===== src/rtl/cpu_pkg.sv =====
// Shared encodings for the reduced RISC-V multi-cycle control path:
// instruction fields, ALU/immediate selects and the sequencer state set.
package cpu_pkg;

  localparam logic [6:0] OP_IMM    = 7'b0010011;
  localparam logic [6:0] OP_REG    = 7'b0110011;
  localparam logic [6:0] OP_BRANCH = 7'b1100011;

  localparam logic [2:0] F3_ADD = 3'b000;
  localparam logic [2:0] F3_BNE = 3'b001;
  localparam logic [6:0] F7_ADD = 7'b0000000;

  localparam logic [2:0] ALU_ADD = 3'b000;
  localparam logic [2:0] ALU_SUB = 3'b001;

  localparam logic IMM_I = 1'b0;
  localparam logic IMM_B = 1'b1;

  typedef enum logic [2:0] {
    S_HALT,
    S_FETCH,
    S_DECODE,
    S_EXEC,
    S_WB,
    S_TRAP
  } state_e;

endpackage


===== src/rtl/instr_decode.sv =====
// Combinational decoder for the three supported instructions (addi, add, bne);
// everything else is flagged illegal.
module instr_decode
  import cpu_pkg::*;
(
  input  logic [31:0] instr,
  output logic        is_addi,
  output logic        is_add,
  output logic        is_bne,
  output logic        illegal,
  output logic        ImmSrc
);

  logic [6:0] opcode;
  logic [2:0] funct3;
  logic [6:0] funct7;
  logic       unused_fields;

  assign opcode = instr[6:0];
  assign funct3 = instr[14:12];
  assign funct7 = instr[31:25];

  // Register specifiers are datapath business; only the class fields matter here.
  assign unused_fields = ^{instr[24:15], instr[11:7]};

  assign is_addi = (opcode == OP_IMM) && (funct3 == F3_ADD);
  assign is_add  = (opcode == OP_REG) && (funct3 == F3_ADD) && (funct7 == F7_ADD);
  assign is_bne  = (opcode == OP_BRANCH) && (funct3 == F3_BNE);
  assign illegal = !(is_addi || is_add || is_bne);
  assign ImmSrc  = is_bne ? IMM_B : IMM_I;

endmodule


===== src/rtl/multicycle_ctrl.sv =====
// Fetch/decode/execute/writeback sequencer with variable-latency fetch,
// run/single-step debug control, sticky illegal-instruction trap and retire counter.
module multicycle_ctrl
  import cpu_pkg::*;
#(
  parameter int CNT_WIDTH = 32
) (
  input  logic                 clk,
  input  logic                 rst,
  input  logic                 run,
  input  logic                 step_req,
  output logic                 step_ack,
  output logic                 imem_req,
  input  logic                 imem_valid,
  input  logic [31:0]          imem_rdata,
  input  logic                 EQ,
  output logic [31:0]          instr,
  output logic                 PCWrite,
  output logic                 PCsrc,
  output logic                 RegWrite,
  output logic [2:0]           ALUctrl,
  output logic                 ALUsrc,
  output logic                 ImmSrc,
  output logic                 halted,
  output logic                 trap,
  output logic [CNT_WIDTH-1:0] retired
);

  state_e               state_q, state_d;
  logic [31:0]          ir_q, ir_d;
  logic                 step_mode_q, step_mode_d;
  logic [CNT_WIDTH-1:0] retired_q, retired_d;

  logic is_addi, is_add, is_bne, illegal, dec_imm_src;
  logic retire;

  instr_decode u_decode (
    .instr   (ir_q),
    .is_addi (is_addi),
    .is_add  (is_add),
    .is_bne  (is_bne),
    .illegal (illegal),
    .ImmSrc  (dec_imm_src)
  );

  // bne finishes in EXEC; register-writing instructions finish in WB.
  assign retire = ((state_q == S_EXEC) && is_bne) || (state_q == S_WB);

  always_ff @(posedge clk or negedge rst) begin
    if (!rst) begin
      state_q     <= S_HALT;
      ir_q        <= '0;
      step_mode_q <= 1'b0;
      retired_q   <= '0;
    end else begin
      state_q     <= state_d;
      ir_q        <= ir_d;
      step_mode_q <= step_mode_d;
      retired_q   <= retired_d;
    end
  end

  always_comb begin
    state_d     = state_q;
    ir_d        = ir_q;
    step_mode_d = step_mode_q;
    retired_d   = retired_q;
    unique case (state_q)
      S_HALT: begin
        if (run) begin
          state_d     = S_FETCH;
          step_mode_d = 1'b0;
        end else if (step_req) begin
          state_d     = S_FETCH;
          step_mode_d = 1'b1;
        end
      end
      S_FETCH: begin
        if (imem_valid) begin
          ir_d    = imem_rdata;
          state_d = S_DECODE;
        end
      end
      S_DECODE: state_d = illegal ? S_TRAP : S_EXEC;
      S_EXEC:   if (!is_bne) state_d = S_WB;
      S_WB:     state_d = S_WB;
      S_TRAP:   state_d = S_TRAP;
      default:  state_d = S_HALT;
    endcase
    // A stepped instruction always parks in HALT, even if run rose meanwhile.
    if (retire) begin
      retired_d = retired_q + 1'b1;
      state_d   = (!step_mode_q && run) ? S_FETCH : S_HALT;
    end
  end

  always_comb begin
    imem_req = 1'b0;
    PCWrite  = 1'b0;
    PCsrc    = 1'b0;
    RegWrite = 1'b0;
    ALUctrl  = ALU_ADD;
    ALUsrc   = 1'b0;
    ImmSrc   = IMM_I;
    step_ack = 1'b0;
    unique case (state_q)
      S_FETCH:  imem_req = 1'b1;
      S_DECODE: ImmSrc = dec_imm_src;
      S_EXEC: begin
        ImmSrc  = dec_imm_src;
        ALUsrc  = is_addi;
        ALUctrl = is_bne ? ALU_SUB : ALU_ADD;
        if (is_bne) begin
          PCWrite  = 1'b1;
          PCsrc    = !EQ;
          step_ack = step_mode_q;
        end
      end
      S_WB: begin
        ImmSrc   = dec_imm_src;
        ALUsrc   = is_addi;
        ALUctrl  = ALU_ADD;
        RegWrite = 1'b1;
        PCWrite  = 1'b1;
        step_ack = step_mode_q;
      end
      default: ;
    endcase
  end

  assign halted  = (state_q == S_HALT);
  assign trap    = (state_q == S_TRAP);
  assign instr   = ir_q;
  assign retired = retired_q;

endmodule

===== config.mk =====
export PLATFORM = sky130hd
export DESIGN_NAME = multicycle_ctrl
export DESIGN_NICKNAME = d
export VERILOG_FILES = /design/src/rtl/cpu_pkg.sv /design/src/rtl/instr_decode.sv /design/src/rtl/multicycle_ctrl.sv
export SDC_FILE = /design/constraint.sdc
export NUM_CORES = 1
export LEC_CHECK = 0
export CELL_PAD_IN_SITES_DETAIL_PLACEMENT = 1
export CELL_PAD_IN_SITES_GLOBAL_PLACEMENT = 1
export CORE_MARGIN = 4
export CORE_UTILIZATION = 37
export CTS_CLUSTER_SIZE = 20
export DETAILED_ROUTE_END_ITERATION = 10
export MAX_ROUTING_LAYER = met4
export PLACE_DENSITY_LB_ADDON = 0.1
export SYNTH_ARGS = -nofsm -noshare
export SYNTH_HDL_FRONTEND = slang
export SYNTH_SLANG_ARGS = --single-unit

===== constraint.sdc =====
create_clock -name clk -period 2.9 [get_ports clk]
set_input_delay 0.58 -clock clk [delete_from_list [all_inputs] [get_ports clk]]
set_output_delay 0.58 -clock clk [all_outputs]
set_load 0.03 [all_outputs]

==> results.yml, run 1 <==
synth:
  synth_flop_cell: "dfrtp_1"
  syn_area_sq_um: 3060
  yosysWarnings: 0
  yosys_register_bits: 68
  synthDistinctLibCells: 42
  async_flop_share: 1.00
  synth_cells: 251
  yosysSeqAreaShare: 0.557
  syn_area_per_cell_sq_um: 12.2
  synth_edf_count: 0
setup_path:
  r2r_slack_ns: 0.69
  critPathBufInv: 1
  worstSetupPathType: "reg -> out"
  crit_required_ns: 2.32
  rr_worst_depth: 6
  worstSetupEndpointType: "output port"
  reg2reg_from: "state_q[2]$_DFFE_PN0P_"
  critical_path_arrival_ns: 2.19
  startpoint_type: "register"
  max_stage_delay_ns: 0.68
  worstPathMaxFanout: 8
  cp_top_family: "simple AND/OR/NAND/NOR gates"
  crit_chain: "and4b_1 > nand4_4 > nor2_1 > clkdlybuf4s50_1"
  crit_path_top_delay_cell: "clkdlybuf4s50_1"
  r2r-end: "retired[22]$_DFFE_PN0P_"
hold_path:
  hp-class: "in -> async"
placement:
  gp_congestion: 0.799
  place_area_sq_um: 4290
  dp_cells: 460
  portBuffers: 111
  pre_cts_ws_ns: 0.312
  post-dp-hpwl_um: 5830
drt:
  drtPass1Iterations: 3
  num_vias: 2360
  wirelength_um: 7640
  vias_per_cell: 4.96
  wl_per_cell_um: 16.1
  drtIter0Drc: 33
  route.detailed.drc: 0
  ant_nets: 0
sta:
  fin_crit_ns: 2.77
  setup_viol: 0
  fmax_mhz: 361
  finClkSkew_ns: 0.0147
  hold_ws_ns: 0.263
  rsz0062_at_grt: "no"
  final-max-slew-violation-count: 0
  hold_viol_final: 0
  final.setup.worst_slack_ns: 0.133
  tightest_slew_ns: 0.630
  fin_crit_sh: 0.954
  tns_ns: 0
  slew_headroom: 0.569
die:
  rows: 32
  initial_core_util: 0.387
  coreArea_sq_um: 7890
  dieWidth_um: 98.9
  die_h_um: 98.9
  ioPinCount: 114
  dieArea_sq_um: 9780
clock_tree:
  cts_num_sinks: 68
  cts_tree: "yes"
  cts_htree_levels: 3
  post-cts-setup-buffers: 0
  clock_path_buffers: 2
  insertion_delay_ns: 0.33
  cts_buffers: 9
  ctsHoldBuffers: 0
  root_buffer: "clkbuf_8"
  clk_pin_slew_ns: 0.08
finish:
  final_cell_count_no_fill: 476
  n_fill_cell: 833
  area_growth_syn_to_layout_pct: 47.4
  final_cell_mix: "clkdlybuf4s50_1 (106), dfrtp_1 (68), mux2_2 (32), nand2_1 (21), xnor2_1 (16)"
  postLayoutCellArea_sq_um: 4500
  drive_gt1_frac: 0.168
  n_antenna_cell: 0
  post-route-util: 0.571
  nets: 408
  final_common_cell: "clkdlybuf4s50_1"
grt:
  grt_util_all_layers: 0.169
  grt_max_degree: 33
  grt-ovfl-total: 0
  grt_pass1_wl_um: 12800
  antenna_found_initial: 0
  grt_pass1_vias: 2566
flow_run:
  maxCapViolCount: 0
power_and_ir_drop:
  leakage_nw: 1.89
  ir_drop_uv: 284
  p_per_area_nw_per_um2: 918
  finalPower_mw: 4.13
outcome:
  status: "complete, no violations"
[worst register-to-register path, cell delays in order, from the launching register on]
cell,delay [ns]
dfrtp_1,0.48
inv_2,0.08
or3_1,0.40
buf_4,0.19
a2111oi_4,0.60
nand4_1,0.20
xnor2_1,0.16
[area by class of cell]
type,count,area [sq um],area share
inverter,5,18.8,0.00417
tap,102,128,0.0283
clock inverter,7,76.3,0.0169
timing repair buffer,116,1160,0.258
sequential,68,1700,0.378
multi-input combinational,169,1290,0.287
clock buffer,9,124,0.0275
[power breakdown]
group / internal [mW] / switching, mW
clock: 0.401 / 0.379
combinational: 0.867 / 1.01
sequential: 1.23 / 0.245
[logic make-up after synthesis]
logic type,Yosys count,share of synthesized area
AND/OR/NAND/NOR,85,0.151
AO/OA/AOI/OAI,17,0.0508
other,1,0.00123
XOR/XNOR,31,0.0889
flip-flops,68,0.557
multiplexers,33,0.122
adder cells (fa/ha/maj),1,0.00409
buffers and inverters,15,0.0258
[state kept, by name, summed over array words and instances, names as in the netlist]
name	flops
retired	32
state_q	3
step_mode_q	1
instr	32
[routing by layer]
metal  vias to the layer above  GRT usage  share of wire
li1                       1117          -              -
met1                      1171      0.199           0.43
met2                        66      0.288           0.51
met3                         6     0.0347          0.048
met4                         0     0.0536         0.0085
met5                         -          -              0
[synth_stat cells (all sizes together), types with 2 or more instances]
cell     number  area [sq um]
a2111oi       4          72.6
dfrtp        68          1700
nand4        11          75.1
xnor2        16           140
or3           2          12.5
and2          3          18.8
nor2         13          48.8
nand3        11          55.1
mux2         33           372
a21oi         7          35.0
buf           9          56.3
nor2b         2          12.5
xor2         15           131
and4          4          35.0
inv           5          18.8
nor3          9          50.1
nand2        21          78.8
[timing repair]
action,in CTS,in global routing
hold endpoints to repair,0,0
resized for setup,3,1
endpoints found under the setup margin,3,2
[worst max path at each step]
stage                           start       to  slack (ns)  cells after the start
5_1_grt          instr[4]$_DFFE_PN0P_    PCsrc       0.003                      4
3_3_place_gp     instr[4]$_DFFE_PN0P_  PCWrite        0.35                      4
3_5_place_dp     instr[4]$_DFFE_PN0P_  PCWrite        0.31                      4
2_1_floorplan  state_q[2]$_DFFE_PN0P_   ALUsrc        0.16                      4
4_1_cts          instr[4]$_DFFE_PN0P_    PCsrc       0.004                      4
6_report         instr[4]$_DFFE_PN0P_    PCsrc        0.13                      4
Power figures use the tool's default switching activity.
==> inputs of run 2 (changes only) <==
--- a/config.mk
+++ b/config.mk
@@ -8,11 +8,12 @@
 export CELL_PAD_IN_SITES_DETAIL_PLACEMENT = 1
 export CELL_PAD_IN_SITES_GLOBAL_PLACEMENT = 1
 export CORE_MARGIN = 4
-export CORE_UTILIZATION = 37
+export CORE_UTILIZATION = 34
 export CTS_CLUSTER_SIZE = 20
 export DETAILED_ROUTE_END_ITERATION = 10
 export MAX_ROUTING_LAYER = met4
 export PLACE_DENSITY_LB_ADDON = 0.1
+export SETUP_SLACK_MARGIN = 0.3
 export SYNTH_ARGS = -nofsm -noshare
 export SYNTH_HDL_FRONTEND = slang
 export SYNTH_SLANG_ARGS = --single-unit
==> constraint.sdc (replaced) <==
create_clock -name clk -period 2.91 [get_ports clk]
set_input_delay 0.582 -clock clk [delete_from_list [all_inputs] [get_ports clk]]
set_output_delay 0.582 -clock clk [all_outputs]
set_load 0.03 [all_outputs]
==> results.yml, run 2 (synthesis gave the netlist of run 1 again) <==
finish:
  final_cell_count_no_fill: 483
  postLayoutCellArea_sq_um: 4490
  final_common_cell: "clkdlybuf4s50_1"
  post-route-util: 0.514
  final_cell_mix: "clkdlybuf4s50_1 (103), dfrtp_1 (66), mux2_2 (32), nand2_1 (21), xnor2_1 (16)"
  nets: 409
  area_growth_syn_to_layout_pct: 46.8
  n_antenna_cell: 0
  drive_gt1_frac: 0.181
placement:
  gp_congestion: 0.842
  dp_cells: 466
  place_area_sq_um: 4310
  portBuffers: 111
  pre_cts_ws_ns: 0.290
  post-dp-hpwl_um: 5830
grt:
  grt-ovfl-total: 0
  grt_pass1_wl_um: 13000
  grt_util_all_layers: 0.162
  grt_pass1_vias: 2596
  grt_max_degree: 41
  antenna_found_initial: 0
setup_path:
  crit_path_top_delay_cell: "dfrtp_2"
  startpoint_type: "register"
  max_stage_delay_ns: 0.46
  path_common_cell: "buf_4"
  crit_chain: "or3_4 > buf_4 > nand2_1 > buf_4 > and2_1 > buf_4"
  worstPathMaxFanout: 10
  critical_path_arrival_ns: 1.96
  worstSetupEndpointType: "output port"
  worstSetupPathType: "reg -> out"
  crit_required_ns: 2.33
power_and_ir_drop:
  p_per_area_nw_per_um2: 902
  ir_drop_uv: 556
  leakage_nw: 1.88
drt:
  wl_met2_um: 3780
  route.detailed.drc: 0
  wl_per_cell_um: 15.8
  vias_per_cell: 4.84
  wl_met1_um: 3350
  drtPass1Iterations: 4
  drtIter0Drc: 24
  routed.top_layer: "met4"
  wl_met3_um: 391
  ant_nets: 0
  num_vias: 2339
  wirelength_um: 7620
sta:
  fin_crit_ns: 2.54
  hold_viol_final: 0
  final.setup.worst_slack_ns: 0.369
  tns_ns: 0
  slew_headroom: 0.557
  setup_viol: 0
  tightest_slew_ns: 0.665
  fin_crit_sh: 0.873
  rsz0062_at_grt: "yes"
  final-max-slew-violation-count: 0
  fmax_mhz: 394
  finClkSkew_ns: 0.0126
clock_tree:
  insertion_delay_ns: 0.34
  cts_htree_levels: 3
  ctsHoldBuffers: 0
  clk_pin_slew_ns: 0.08
  cts_num_sinks: 68
  clock_path_buffers: 2
  cts_buffers: 9
  cts_tree: "yes"
  root_buffer: "clkbuf_8"
die:
  rows: 34
  die_h_um: 103
  dieArea_sq_um: 10600
  dieWidth_um: 103
  initial_core_util: 0.350
  ioPinCount: 114
  coreArea_sq_um: 8720
hold_path:
  hp-class: "in -> async"
flow_run:
  maxCapViolCount: 0
outcome:
  status: "complete, no violations"
[run 2: metrics by stage]
| step | hold WS, ns | total power, mW |
|---|---|---|
| 2_1_floorplan | 0.286 | 2.57 |
| 3_3_place_gp | 0.468 | 3.36 |
| 3_5_place_dp | 0.456 | 3.41 |
| 4_1_cts | 0.281 | 4.12 |
| 5_1_grt | 0.306 | 4.30 |
| 6_report | 0.268 | 4.05 |
[run 2: layer usage]
metal  global-route usage  vias up
li1                     -     1116
met1                0.206     1146
met2                0.258       64
met3               0.0325       13
met4               0.0568        0
met5                    -        -
[run 2: path summary, 6_finish.rpt]
kind,start,end,slack [ns],depth (start not counted)
worst max-delay path,state_q[0]$_DFFE_PN0P_,step_ack,0.37,6
worst min-delay path,rst,instr[11]$_DFFE_PN0P_,0.27,1
worst max register to register,instr[4]$_DFFE_PN0P_,retired[18]$_DFFE_PN0P_,0.67,6
worst min register to register,retired[31]$_DFFE_PN0P_,retired[31]$_DFFE_PN0P_,0.47,1
max in group asynchronous,rst,state_q[2]$_DFFE_PN0P_,1.97,2
min in group clk,retired[31]$_DFFE_PN0P_,retired[31]$_DFFE_PN0P_,0.47,1
[run 2: what timing repair did]
action | 4_1_cts | 5_1_grt
resized for setup | 12 | 7
buffers inserted | 1 | 0
setup endpoints to repair | 7 | 6
[run 2: layout make-up]
cell class	count	area [sq um]
Inverter	5	18.8
Fill cell	944	4240
Clock inverter	5	27.5
Tap cell	108	135
Sequential cell	68	1700
Timing Repair Buffer	117	1170
Clock buffer	11	141
Multi-Input combinational cell	169	1290
[run 2: worst max-delay path, delay by kind of cell, from the launching register on]
kind | cells | cell delay (ns)
flip-flops | 1 | 0.46
buffers and inverters | 3 | 0.50
AND/OR/NAND/NOR | 3 | 0.67
[run 2: power breakdown]
part           internal (mW)  switching, mW  leakage, nW
sequential              1.23          0.249        0.865
clock                  0.327          0.345       0.0889
combinational          0.881           1.01        0.930
total                   2.44           1.60         1.88
==> inputs of run 3 (changes only) <==
==> constraint.sdc (replaced) <==
create_clock -name clk -period 2.91 [get_ports clk]
set_input_delay 0.291 -clock clk [delete_from_list [all_inputs] [get_ports clk]]
set_output_delay 0.291 -clock clk [all_outputs]
set_load 0.03 [all_outputs]
==> results.yml, run 3 (synthesis gave the netlist of run 1 again) <==
outcome:
  status: "complete, no violations"
grt:
  grt_pass1_wl_um: 12600
  grt_max_degree: 69
  grt_util_all_layers: 0.161
  antenna_found_initial: 0
  grt-ovfl-total: 0
  grt_pass1_vias: 2419
finish:
  drive_gt1_frac: 0.160
  final_common_cell: "clkdlybuf4s50_1"
  n_fill_cell: 947
  postLayoutCellArea_sq_um: 4480
  area_growth_syn_to_layout_pct: 46.7
  n_antenna_cell: 0
  nets: 409
  final_cell_mix: "clkdlybuf4s50_1 (103), dfrtp_1 (68), mux2_2 (32), nand2_1 (21), xnor2_1 (16)"
sta:
  final-max-slew-violation-count: 0
  setup_viol: 0
  fin_crit_ns: 2.45
  slew_headroom: 0.596
  fin_crit_sh: 0.842
  tns_ns: 0
  tightest_slew_ns: 0.591
  finClkSkew_ns: 0.0101
  fmax_mhz: 408
  rsz0062_at_grt: "yes"
  hold_viol_final: 0
clock_tree:
  cts_htree_levels: 3
  root_buffer: "clkbuf_8"
  insertion_delay_ns: 0.34
  cts_num_sinks: 68
  cts_tree: "yes"
  cts_buffers: 9
  clk_pin_slew_ns: 0.07
  clock_path_buffers: 2
  post-cts-setup-buffers: 0
die:
  die_h_um: 103
  rows: 34
  initial_core_util: 0.350
  ioPinCount: 114
  dieArea_sq_um: 10600
  dieWidth_um: 103
  coreArea_sq_um: 8720
setup_path:
  startpoint_type: "register"
  worstPathMaxFanout: 8
  reg2reg_from: "instr[4]$_DFFE_PN0P_"
  worstSetupEndpointType: "output port"
  crit_required_ns: 2.62
  worstSetupPathType: "reg -> out"
  startpoint: "instr[4]$_DFFE_PN0P_"
  critical_path_arrival_ns: 2.16
  r2r_slack_ns: 0.68
drt:
  wirelength_um: 7830
  route.detailed.drc: 0
  ant_nets: 0
  vias_per_cell: 4.85
  num_vias: 2341
  drtIter0Drc: 23
  wl_per_cell_um: 16.2
  drtPass1Iterations: 4
placement:
  place_area_sq_um: 4300
  portBuffers: 111
  post-dp-hpwl_um: 5740
  gp_congestion: 0.708
hold_path:
  min_from: "retired[31]$_DFFE_PN0P_"
  hp-class: "reg -> reg"
power_and_ir_drop:
  ir_drop_uv: 310
  leakage_nw: 1.92
  p_per_area_nw_per_um2: 898
flow_run:
  maxCapViolCount: 0
run 3: where the power goes:
part | total (mW) | switching [mW] | internal (mW)
logic | 1.87 | 0.995 | 0.880
clock network | 0.673 | 0.369 | 0.304
registers | 1.48 | 0.245 | 1.23
total | 4.02 | 1.61 | 2.41
run 3: path summary, 6_finish.rpt:
path / end / cells after the start
setup / recovery: step_ack / 5
min in group asynchronous: instr[23]$_DFFE_PN0P_ / 3
setup reg to reg: retired[22]$_DFFE_PN0P_ / 5
max in group asynchronous: retired[30]$_DFFE_PN0P_ / 3
hold / removal: retired[31]$_DFFE_PN0P_ / 1
hold reg to reg: retired[31]$_DFFE_PN0P_ / 1
run 3: per-layer routing:
metal,share of wire,vias to the layer above,global-route usage
met2,0.51,64,0.265
met3,0.059,6,0.0453
li1,-,1116,-
met4,0.0097,0,0.0388
met1,0.43,1155,0.195
met5,0,-,-
run 3: per-stage QoR:
step / hold slack, ns / instances / utilization / setup WS (ns) / total power, mW
floorplan: -0.00459 / 252 / - / 0.462 / 2.57
global placement: 0.346 / 466 / 0.494 / 0.519 / 3.37
detailed placement: 0.347 / 466 / 0.494 / 0.498 / 3.41
CTS: 0.475 / 483 / 0.513 / 0.315 / 4.10
global route: 0.493 / 483 / 0.514 / 0.262 / 4.27
finish: 0.469 / 483 / 0.514 / 0.459 / 4.02
run 3: layout make-up:
| cell class | instances | area, sq um | share of cell area |
|---|---|---|---|
| sequential | 68 | 1700 | 0.380 |
| multi-input combinational | 169 | 1280 | 0.286 |
| timing repair buffer | 117 | 1180 | 0.263 |
| tap | 108 | 135 | 0.0302 |
| clock buffer | 9 | 124 | 0.0276 |
| clock inverter | 7 | 43.8 | 0.00977 |
| inverter | 5 | 18.8 | 0.00419 |
run 3: what timing repair did:
action	CTS	global route
resized for setup	5	3
hold buffers	1	0
hold endpoints to repair	68	0
setup endpoints to repair	5	4
run 3: worst max-delay path, stage by stage, from the launching register on:
cell           delay (ns)
dfrtp_1              0.43
and4b_1              0.33
nand4_2              0.29
nand2_1              0.24
and2_1               0.14
dlygate4sd2_1        0.39
